`config.mk`:
```
export PLATFORM = sky130hd
export DESIGN_NAME = panda_risc_v_trap_csr_flat
export DESIGN_NICKNAME = d
export VERILOG_FILES = /design/src/rtl/panda_risc_v_csr_pkg.sv /design/src/rtl/panda_risc_v_trap_csr_if.sv /design/src/rtl/panda_risc_v_csr_upd.sv /design/src/rtl/panda_risc_v_trap_csr.sv /design/src/flat_wrapper.sv
export SDC_FILE = /design/constraint.sdc
export NUM_CORES = 1
export LEC_CHECK = 0
export ABC_AREA = 1
export ABC_CLOCK_PERIOD_IN_PS = 4500
export CAP_MARGIN = 20
export CORE_MARGIN = 2
export CORE_UTILIZATION = 40
export CTS_BUF_LIST = sky130_fd_sc_hd__clkbuf_16
export CTS_CLUSTER_SIZE = 28
export DETAILED_ROUTE_END_ITERATION = 16
export HOLD_SLACK_MARGIN = 0.02
export PLACE_DENSITY = 0.64
export SETUP_SLACK_MARGIN = 0.02
export SKIP_LAST_GASP = 1
export SYNTH_ARGS = -nofsm -noshare
export SYNTH_HDL_FRONTEND = slang
export SYNTH_SLANG_ARGS = --single-unit
```
`constraint.sdc`:
```
create_clock -name clk -period 4.5 [get_ports clk]
set_clock_uncertainty 0.2 [all_clocks]
set_input_delay 0.675 -clock clk [delete_from_list [all_inputs] [get_ports clk]]
set_output_delay 0.675 -clock clk [all_outputs]
set_load 0.005 [all_outputs]
```
`src/rtl/panda_risc_v_csr_pkg.sv`:
```
// -----------------------------------------------------------------------------
// panda_risc_v_csr_pkg
// Shared definitions for the machine-mode CSR file and the commit unit:
// CSR addresses, update type codes, mstatus/mie/mip bit positions and the
// interrupt / exception cause codes.
// -----------------------------------------------------------------------------
package panda_risc_v_csr_pkg;

   // CSR addresses
   localparam logic [11:0] CSR_MSTATUS  = 12'h300;
   localparam logic [11:0] CSR_MIE      = 12'h304;
   localparam logic [11:0] CSR_MTVEC    = 12'h305;
   localparam logic [11:0] CSR_MSCRATCH = 12'h340;
   localparam logic [11:0] CSR_MEPC     = 12'h341;
   localparam logic [11:0] CSR_MCAUSE   = 12'h342;
   localparam logic [11:0] CSR_MTVAL    = 12'h343;
   localparam logic [11:0] CSR_MIP      = 12'h344;

   // CSR update type carried with each EXU CSR instruction
   typedef enum logic [1:0] {
      UPD_NONE  = 2'b00,
      UPD_WRITE = 2'b01,
      UPD_SET   = 2'b10,
      UPD_CLR   = 2'b11
   } csr_upd_e;

   // mstatus fields
   localparam int MSTATUS_MIE_BIT  = 3;
   localparam int MSTATUS_MPIE_BIT = 7;
   localparam logic [1:0] MSTATUS_MPP_M = 2'b11;

   // mie / mip fields (same positions in both registers)
   localparam int MIX_MS_BIT = 3;
   localparam int MIX_MT_BIT = 7;
   localparam int MIX_ME_BIT = 11;

   // Interrupt cause codes
   localparam logic [7:0] INTR_CAUSE_MSI = 8'd3;
   localparam logic [7:0] INTR_CAUSE_MTI = 8'd7;
   localparam logic [7:0] INTR_CAUSE_MEI = 8'd11;

   // Exception cause codes
   localparam logic [7:0] EXPT_CAUSE_INST_MISALIGN  = 8'd0;
   localparam logic [7:0] EXPT_CAUSE_INST_ACCESS    = 8'd1;
   localparam logic [7:0] EXPT_CAUSE_ILLEGAL_INST   = 8'd2;
   localparam logic [7:0] EXPT_CAUSE_BREAKPOINT     = 8'd3;
   localparam logic [7:0] EXPT_CAUSE_LOAD_MISALIGN  = 8'd4;
   localparam logic [7:0] EXPT_CAUSE_LOAD_ACCESS    = 8'd5;
   localparam logic [7:0] EXPT_CAUSE_STORE_MISALIGN = 8'd6;
   localparam logic [7:0] EXPT_CAUSE_STORE_ACCESS   = 8'd7;
   localparam logic [7:0] EXPT_CAUSE_ECALL_M        = 8'd11;

endpackage

```
`src/rtl/panda_risc_v_trap_csr_if.sv`:
```
// -----------------------------------------------------------------------------
// panda_risc_v_trap_csr_if
// Trap interface between the commit unit (master) and the trap CSR file
// (slave).
// Handshake: itr_expt_enter and itr_expt_ret are single-cycle strobes with no
// ready; the CSR file accepts them every cycle. The commit unit samples
// itr_expt_vec_baseaddr and mepc_ret_addr combinationally in the same cycle it
// raises a strobe. The enable bits are plain register levels.
// -----------------------------------------------------------------------------
interface panda_risc_v_trap_csr_if;
   logic        itr_expt_enter;
   logic        itr_expt_is_intr;
   logic [7:0]  itr_expt_cause;
   logic [31:0] itr_expt_ret_addr;
   logic [31:0] itr_expt_val;
   logic [31:0] itr_expt_vec_baseaddr;
   logic        itr_expt_ret;
   logic [31:0] mepc_ret_addr;
   logic        mstatus_mie_v;
   logic        mie_msie_v;
   logic        mie_mtie_v;
   logic        mie_meie_v;

   modport master (
      output itr_expt_enter, itr_expt_is_intr, itr_expt_cause,
             itr_expt_ret_addr, itr_expt_val, itr_expt_ret,
      input  itr_expt_vec_baseaddr, mepc_ret_addr,
             mstatus_mie_v, mie_msie_v, mie_mtie_v, mie_meie_v
   );

   modport slave (
      input  itr_expt_enter, itr_expt_is_intr, itr_expt_cause,
             itr_expt_ret_addr, itr_expt_val, itr_expt_ret,
      output itr_expt_vec_baseaddr, mepc_ret_addr,
             mstatus_mie_v, mie_msie_v, mie_mtie_v, mie_meie_v
   );
endinterface

```
`src/rtl/panda_risc_v_csr_upd.sv`:
```
// -----------------------------------------------------------------------------
// panda_risc_v_csr_upd
// Combinational write/set/clear merge for one CSR.
// Ports: old_v (current value), mask_v (write data or bit mask),
//        upd_type (update type), new_v (merged value).
// -----------------------------------------------------------------------------
module panda_risc_v_csr_upd
   import panda_risc_v_csr_pkg::*;
(
   input  logic [31:0] old_v,
   input  logic [31:0] mask_v,
   input  csr_upd_e    upd_type,
   output logic [31:0] new_v
);
   always_comb begin
      new_v = old_v;
      case (upd_type)
         UPD_WRITE: new_v = mask_v;
         UPD_SET:   new_v = old_v | mask_v;
         UPD_CLR:   new_v = old_v & ~mask_v;
         default:   new_v = old_v;
      endcase
   end
endmodule

```
`src/rtl/panda_risc_v_trap_csr.sv`:
```
// -----------------------------------------------------------------------------
// panda_risc_v_trap_csr
// Machine-mode trap CSR file: mstatus, mie, mip, mtvec, mscratch, mepc,
// mcause, mtval. Captures trap entry, unstacks on MRET, serves EXU CSR
// read/modify and feeds enables / vector / return address back to commit.
// Ports:
//   clk, resetn            clock, asynchronous active-low reset
//   csr_rw_*               EXU CSR access (combinational read, strobed update)
//   sw/tmr/ext_itr_req     raw interrupt levels shown in mip
//   trap                   trap interface (slave side)
// Build option: define PANDA_RISC_V_MTVEC_VECTORED_EN to enable vectored
// mtvec mode; otherwise the block is direct mode only.
// -----------------------------------------------------------------------------
module panda_risc_v_trap_csr
   import panda_risc_v_csr_pkg::*;
#(
   parameter logic [31:0] MTVEC_RST_V = 32'h0000_0000
)(
   input  logic        clk,
   input  logic        resetn,
   input  logic [11:0] csr_rw_addr,
   input  logic [1:0]  csr_rw_upd_type,
   input  logic [31:0] csr_rw_upd_mask_v,
   input  logic        csr_rw_valid,
   output logic [31:0] csr_rw_rdata,
   input  logic        sw_itr_req,
   input  logic        tmr_itr_req,
   input  logic        ext_itr_req,
   panda_risc_v_trap_csr_if.slave trap
);
   logic        mie_q, mpie_q;
   logic        msie_q, mtie_q, meie_q;
   logic [29:0] mtvec_base_q;
   logic [29:0] mepc_q;
   logic        mcause_intr_q;
   logic [7:0]  mcause_code_q;
   logic [31:0] mtval_q, mscratch_q;
   logic [1:0]  mtvec_mode;
`ifdef PANDA_RISC_V_MTVEC_VECTORED_EN
   // Only modes 00/01 are legal, so one bit holds the mode.
   logic        mtvec_mode_q;
   assign mtvec_mode = {1'b0, mtvec_mode_q};
`else
   assign mtvec_mode = 2'b00;
`endif

   // Architectural views of each register
   logic [31:0] mstatus_rd, mie_rd, mip_rd, mtvec_rd, mepc_rd, mcause_rd;
   assign mstatus_rd = {19'd0, MSTATUS_MPP_M, 3'd0, mpie_q, 3'd0, mie_q, 3'd0};
   assign mie_rd     = {20'd0, meie_q, 3'd0, mtie_q, 3'd0, msie_q, 3'd0};
   assign mip_rd     = {20'd0, ext_itr_req, 3'd0, tmr_itr_req, 3'd0, sw_itr_req, 3'd0};
   assign mtvec_rd   = {mtvec_base_q, mtvec_mode};
   assign mepc_rd    = {mepc_q, 2'b00};
   assign mcause_rd  = {mcause_intr_q, 23'd0, mcause_code_q};

   always_comb begin
      csr_rw_rdata = 32'd0;
      case (csr_rw_addr)
         CSR_MSTATUS:  csr_rw_rdata = mstatus_rd;
         CSR_MIE:      csr_rw_rdata = mie_rd;
         CSR_MIP:      csr_rw_rdata = mip_rd;
         CSR_MTVEC:    csr_rw_rdata = mtvec_rd;
         CSR_MSCRATCH: csr_rw_rdata = mscratch_q;
         CSR_MEPC:     csr_rw_rdata = mepc_rd;
         CSR_MCAUSE:   csr_rw_rdata = mcause_rd;
         CSR_MTVAL:    csr_rw_rdata = mtval_q;
         default:      csr_rw_rdata = 32'd0;
      endcase
   end

   // Merge logic, one instance per writable CSR
   csr_upd_e    upd_type;
   logic [31:0] mstatus_new, mie_new, mtvec_new, mepc_new, mcause_new, mtval_new, mscratch_new;
   assign upd_type = csr_upd_e'(csr_rw_upd_type);

   panda_risc_v_csr_upd u_upd_mstatus  (.old_v(mstatus_rd), .mask_v(csr_rw_upd_mask_v), .upd_type(upd_type), .new_v(mstatus_new));
   panda_risc_v_csr_upd u_upd_mie      (.old_v(mie_rd),     .mask_v(csr_rw_upd_mask_v), .upd_type(upd_type), .new_v(mie_new));
   panda_risc_v_csr_upd u_upd_mtvec    (.old_v(mtvec_rd),   .mask_v(csr_rw_upd_mask_v), .upd_type(upd_type), .new_v(mtvec_new));
   panda_risc_v_csr_upd u_upd_mepc     (.old_v(mepc_rd),    .mask_v(csr_rw_upd_mask_v), .upd_type(upd_type), .new_v(mepc_new));
   panda_risc_v_csr_upd u_upd_mcause   (.old_v(mcause_rd),  .mask_v(csr_rw_upd_mask_v), .upd_type(upd_type), .new_v(mcause_new));
   panda_risc_v_csr_upd u_upd_mtval    (.old_v(mtval_q),    .mask_v(csr_rw_upd_mask_v), .upd_type(upd_type), .new_v(mtval_new));
   panda_risc_v_csr_upd u_upd_mscratch (.old_v(mscratch_q), .mask_v(csr_rw_upd_mask_v), .upd_type(upd_type), .new_v(mscratch_new));

   // Trap entry/return own mstatus/mepc/mcause/mtval; a coincident CSR
   // update to those four is dropped, updates to the rest still land.
   logic trap_evt, wr_hit;
   logic we_mstatus, we_mie, we_mtvec, we_mepc, we_mcause, we_mtval, we_mscratch;
   assign trap_evt    = trap.itr_expt_enter | trap.itr_expt_ret;
   assign wr_hit      = csr_rw_valid & (upd_type != UPD_NONE);
   assign we_mstatus  = wr_hit & ~trap_evt & (csr_rw_addr == CSR_MSTATUS);
   assign we_mepc     = wr_hit & ~trap_evt & (csr_rw_addr == CSR_MEPC);
   assign we_mcause   = wr_hit & ~trap_evt & (csr_rw_addr == CSR_MCAUSE);
   assign we_mtval    = wr_hit & ~trap_evt & (csr_rw_addr == CSR_MTVAL);
   assign we_mie      = wr_hit & (csr_rw_addr == CSR_MIE);
   assign we_mtvec    = wr_hit & (csr_rw_addr == CSR_MTVEC);
   assign we_mscratch = wr_hit & (csr_rw_addr == CSR_MSCRATCH);

   always_ff @(posedge clk or negedge resetn) begin
      if (!resetn) begin
         mie_q         <= 1'b0;
         mpie_q        <= 1'b0;
         msie_q        <= 1'b0;
         mtie_q        <= 1'b0;
         meie_q        <= 1'b0;
         mtvec_base_q  <= MTVEC_RST_V[31:2];
`ifdef PANDA_RISC_V_MTVEC_VECTORED_EN
         mtvec_mode_q  <= 1'b0;
`endif
         mepc_q        <= 30'd0;
         mcause_intr_q <= 1'b0;
         mcause_code_q <= 8'd0;
         mtval_q       <= 32'd0;
         mscratch_q    <= 32'd0;
      end else begin
         // enter wins over ret
         if (trap.itr_expt_enter) begin
            mpie_q <= mie_q;
            mie_q  <= 1'b0;
         end else if (trap.itr_expt_ret) begin
            mie_q  <= mpie_q;
            mpie_q <= 1'b1;
         end else if (we_mstatus) begin
            mie_q  <= mstatus_new[MSTATUS_MIE_BIT];
            mpie_q <= mstatus_new[MSTATUS_MPIE_BIT];
         end

         if (we_mie) begin
            msie_q <= mie_new[MIX_MS_BIT];
            mtie_q <= mie_new[MIX_MT_BIT];
            meie_q <= mie_new[MIX_ME_BIT];
         end

         if (we_mtvec) begin
            mtvec_base_q <= mtvec_new[31:2];
`ifdef PANDA_RISC_V_MTVEC_VECTORED_EN
            // MODE 2'b1x is reserved: keep the current mode
            if (!mtvec_new[1])
               mtvec_mode_q <= mtvec_new[0];
`endif
         end

         if (trap.itr_expt_enter) begin
            mepc_q        <= trap.itr_expt_ret_addr[31:2];
            mcause_intr_q <= trap.itr_expt_is_intr;
            mcause_code_q <= trap.itr_expt_cause;
            mtval_q       <= trap.itr_expt_val;
         end else begin
            if (we_mepc)
               mepc_q <= mepc_new[31:2];
            if (we_mcause) begin
               mcause_intr_q <= mcause_new[31];
               mcause_code_q <= mcause_new[7:0];
            end
            if (we_mtval)
               mtval_q <= mtval_new;
         end

         if (we_mscratch)
            mscratch_q <= mscratch_new;
      end
   end

   assign trap.mstatus_mie_v  = mie_q;
   assign trap.mie_msie_v     = msie_q;
   assign trap.mie_mtie_v     = mtie_q;
   assign trap.mie_meie_v     = meie_q;
   assign trap.mepc_ret_addr  = mepc_rd;

`ifdef PANDA_RISC_V_MTVEC_VECTORED_EN
   // Vectored mode offsets interrupts by cause*4; exceptions use the base.
   assign trap.itr_expt_vec_baseaddr = (mtvec_mode_q && trap.itr_expt_is_intr) ?
      ({mtvec_base_q, 2'b00} + {22'd0, trap.itr_expt_cause, 2'b00}) :
      {mtvec_base_q, 2'b00};
`else
   assign trap.itr_expt_vec_baseaddr = {mtvec_base_q, 2'b00};
   logic mtvec_unused;
   assign mtvec_unused = ^mtvec_new[1:0];
`endif

   // Merge-output bits that have no storage behind them
   logic upd_unused;
   assign upd_unused = ^{mstatus_new[31:8], mstatus_new[6:4], mstatus_new[2:0],
                         mie_new[31:12], mie_new[10:8], mie_new[6:4], mie_new[2:0],
                         mepc_new[1:0], mcause_new[30:8], trap.itr_expt_ret_addr[1:0]};
endmodule
```
`src/flat_wrapper.sv`:
```
// flat-port wrapper written by rule: the top's interface ports become plain ports
module panda_risc_v_trap_csr_flat import panda_risc_v_csr_pkg::*;
#(
   parameter logic [31:0] MTVEC_RST_V = 32'h0000_0000
)
  (clk, resetn, csr_rw_addr, csr_rw_upd_type, csr_rw_upd_mask_v, csr_rw_valid, csr_rw_rdata, sw_itr_req, tmr_itr_req, ext_itr_req, trap_itr_expt_enter, trap_itr_expt_is_intr, trap_itr_expt_cause, trap_itr_expt_ret_addr, trap_itr_expt_val, trap_itr_expt_ret, trap_itr_expt_vec_baseaddr, trap_mepc_ret_addr, trap_mstatus_mie_v, trap_mie_msie_v, trap_mie_mtie_v, trap_mie_meie_v);
  panda_risc_v_trap_csr_if trap_i ();
  input  logic clk;
  input  logic resetn;
  input  logic [11:0] csr_rw_addr;
  input  logic [1:0] csr_rw_upd_type;
  input  logic [31:0] csr_rw_upd_mask_v;
  input  logic csr_rw_valid;
  output logic [31:0] csr_rw_rdata;
  input  logic sw_itr_req;
  input  logic tmr_itr_req;
  input  logic ext_itr_req;
  input wire logic [$bits(trap_i.itr_expt_enter)-1:0] trap_itr_expt_enter;
  input wire logic [$bits(trap_i.itr_expt_is_intr)-1:0] trap_itr_expt_is_intr;
  input wire logic [$bits(trap_i.itr_expt_cause)-1:0] trap_itr_expt_cause;
  input wire logic [$bits(trap_i.itr_expt_ret_addr)-1:0] trap_itr_expt_ret_addr;
  input wire logic [$bits(trap_i.itr_expt_val)-1:0] trap_itr_expt_val;
  input wire logic [$bits(trap_i.itr_expt_ret)-1:0] trap_itr_expt_ret;
  output wire logic [$bits(trap_i.itr_expt_vec_baseaddr)-1:0] trap_itr_expt_vec_baseaddr;
  output wire logic [$bits(trap_i.mepc_ret_addr)-1:0] trap_mepc_ret_addr;
  output wire logic [$bits(trap_i.mstatus_mie_v)-1:0] trap_mstatus_mie_v;
  output wire logic [$bits(trap_i.mie_msie_v)-1:0] trap_mie_msie_v;
  output wire logic [$bits(trap_i.mie_mtie_v)-1:0] trap_mie_mtie_v;
  output wire logic [$bits(trap_i.mie_meie_v)-1:0] trap_mie_meie_v;
  assign trap_i.itr_expt_enter = trap_itr_expt_enter;
  assign trap_i.itr_expt_is_intr = trap_itr_expt_is_intr;
  assign trap_i.itr_expt_cause = trap_itr_expt_cause;
  assign trap_i.itr_expt_ret_addr = trap_itr_expt_ret_addr;
  assign trap_i.itr_expt_val = trap_itr_expt_val;
  assign trap_i.itr_expt_ret = trap_itr_expt_ret;
  assign trap_itr_expt_vec_baseaddr = trap_i.itr_expt_vec_baseaddr;
  assign trap_mepc_ret_addr = trap_i.mepc_ret_addr;
  assign trap_mstatus_mie_v = trap_i.mstatus_mie_v;
  assign trap_mie_msie_v = trap_i.mie_msie_v;
  assign trap_mie_mtie_v = trap_i.mie_mtie_v;
  assign trap_mie_meie_v = trap_i.mie_meie_v;
  panda_risc_v_trap_csr #(.MTVEC_RST_V(MTVEC_RST_V)) u_core (.clk(clk), .resetn(resetn), .csr_rw_addr(csr_rw_addr), .csr_rw_upd_type(csr_rw_upd_type), .csr_rw_upd_mask_v(csr_rw_upd_mask_v), .csr_rw_valid(csr_rw_valid), .csr_rw_rdata(csr_rw_rdata), .sw_itr_req(sw_itr_req), .tmr_itr_req(tmr_itr_req), .ext_itr_req(ext_itr_req), .trap(trap_i));
endmodule
```
==> reports/results.ini <==
[run_status]
status = finished clean

[timing]
fin_tns_setup_ns = 0
setup_viol_count_final = 0
setup_slack_ns = 0.479
hold_viol_final = 0
maxSlewViolCount = 0
relSlewSlack_pct = 40.1
rsz0062_at_grt = no
tightest_slew_ns = 0.899
period_needed_ns = 4.02
whs_ns = 0.136
min_period_over_period_pct = 89.4
clock.fmax_mhz = 249

[detailed_routing]
drt_iter0_drc = 777
drt-vias-per-instance = 5.24
vias = 9858
antenna_left = 0
drc = 0
routed_wl_um = 33300
wl_per_cell_um = 17.7
drtPass1Iterations = 5

[yosys]
netlist_area_um2 = 8880
synth_flop_cell = dfrtp_1
yosysWarnings = 0
yosysUniqueCellTypes = 30
syn_inst = 1392
ys_seq_area_share_pct = 38.9
syn_area_per_cell_um2 = 6.38
ys_ff_latch = 138
async_reset_ff_share_pct = 100
synth_edf_count = 0

[clocking]
clockBufferDepth = 2
insertion_delay_ns = 0.42
ctsHoldBuffers = 0
cts.clk_slew.worst_paths_ns = 0.06
cts_buffers = 17
cts_resized = 0
h-tree-depth = 4
root_buffer = clkbuf_16
cts_tree = yes
postCtsSetupRepairBufs = 0
clkSinkCount = 138

[placed_design]
routabilityCongestion = 0.826
pre_cts_ws_ns = 0.477
io_buffers = 220
dp.final_hpwl_um = 21900
place_area_um2 = 11300

[cells_and_area]
mostFrequentLayoutCells = nand2_1 (573), clkdlybuf4s50_1 (217), o21ai_0 (164)
syn2layout_area_growth_pct = 33.9
diodes = 0
layout.cells.most_common = nand2_1
final_nets = 1714
drive_gt1_share_pct = 5.50
design_area_um2 = 11900

[worst_setup_path]
ff2ff_path_depth = 6
worstSetupEndpointType = primary output
cp_data_required_time_ns = 3.62
crit_arrival_ns = 3.15
path_max_fanout = 5
criticalPathCategory = in2out
cp-start-kind = input port

[grt]
antenna_found_initial = 1
grt_pass1_wl_um = 52700
grt_pass1_vias = 9476
gr-total-overflow = 0
track_usage_pct = 28.7
grt_max_degree = 91

[die]
start_util_pct = 40.7
die_h_um = 153
die-width_um = 153
die_area_um2 = 23400
core_area_um2 = 21800
row_count = 54
io_pins = 227

[power_and_ir_drop]
vdd_drop_max_uv = 255
p_int_w = 0.00238
power_leakage_nw = 6.10
power_w = 0.00333
power.switching_w = 0.000953
seq_power_share_pct = 41.5
comb_power_share_pct = 17.2
p_per_area_nw_per_um2 = 280
p_sw_share_pct = 28.6
p_clk_share_pct = 41.3

[worst_hold_path]
hold_class = in2async

[job]
max-cap-violations = 0

==> cell type report <==
cell class | instances | area, um2
clock buffer | 17 | 425
clock inverter | 15 | 138
fill | 2124 | 9940
inverter | 156 | 591
multi-input combinational | 1030 | 4480
sequential | 138 | 3450
tap | 280 | 350
timing repair buffer | 244 | 2450
==> cells in the mapped netlist, types with 6 or more instances <==
cell	count	share of area [%]
a31oi_1	17	1.2
buf_2	16	0.90
a21oi_1	19	1.1
dfrtp_1	138	39
nor2_4	7	0.89
nand4_1	14	0.99
nand2_1	575	24
buf_6	8	1.0
inv_1	150	6.3
nand3_1	103	5.8
nor2_1	80	3.4
o21ai_1	23	1.3
o21ai_0	164	9.2
buf_4	6	0.51
clkbuf_1	33	1.4
==> worst max-delay path: stages <==
cell and delay [ns]:
clkdlybuf4s50_1 0.54, inv_1 0.11, nand3_1 0.19, inv_1 0.09
nand2_1 0.33, nand2_1 0.10, inv_1 0.09, nand2_1 0.05
nor2_1 0.33, nor2_1 0.16, clkdlybuf4s50_1 0.49
==> layer usage <==
layer / track usage, % / vias up / wire length (um)
met5: 0 / - / 0
met4: 8.47 / 0 / 739
met2: 45.8 / 481 / 15300
met3: 6.07 / 55 / 3030
li1: - / 4771 / -
met1: 39.3 / 4551 / 14200
==> through the flow <==
step / std cells / utilization, %
floorplan: 1395 / -
global placement: 1848 / 51.9
detailed placement: 1848 / 51.9
CTS: 1880 / 54.5
global route: 1880 / 54.5
finish: 1880 / 54.5
==> path summary, 6_finish.rpt <==
path	end	slack (ns)	startpoint
setup / recovery	csr_rw_rdata[31]	0.48	csr_rw_addr[0]
hold / removal	u_core.mscratch_q[8]	0.14	resetn
setup reg to reg	u_core.mepc_q[6]	3.21	u_core.mepc_q[6]
hold reg to reg	u_core.mscratch_q[16]	0.30	u_core.mscratch_q[16]
max in group asynchronous	u_core.mtval_q[13]	3.19	resetn
min in group clk	u_core.mscratch_q[16]	0.30	u_core.mscratch_q[16]
==> state kept, by name, summed over array words and instances (netlist names), 8 cells and up <==
register and flops:
u_core.mtval_q 32, u_core.mepc_q 30, u_core.mtvec_base_q 30, u_core.mcause_code_q 8, u_core.mscratch_q 32
==> cell families after synthesis <==
family                 synth area share, %
DFF                                   38.9
and+or+nand+nor                       36.9
other                               0.0422
buffers and inverters                 10.9
AOI/OAI and AO/OA                     13.3
==> power by group through the flow <==
stage,sequential (W),clock (W),combinational [W]
2_1_floorplan,0.00139,0,0.000266
3_3_place_gp,0.00140,0,0.000565
3_5_place_dp,0.00140,0,0.000569
4_1_cts,0.00138,0.00138,0.000573
5_1_grt,0.00139,0.00145,0.000640
6_report,0.00138,0.00137,0.000574
(Power assumes the default switching activity.)
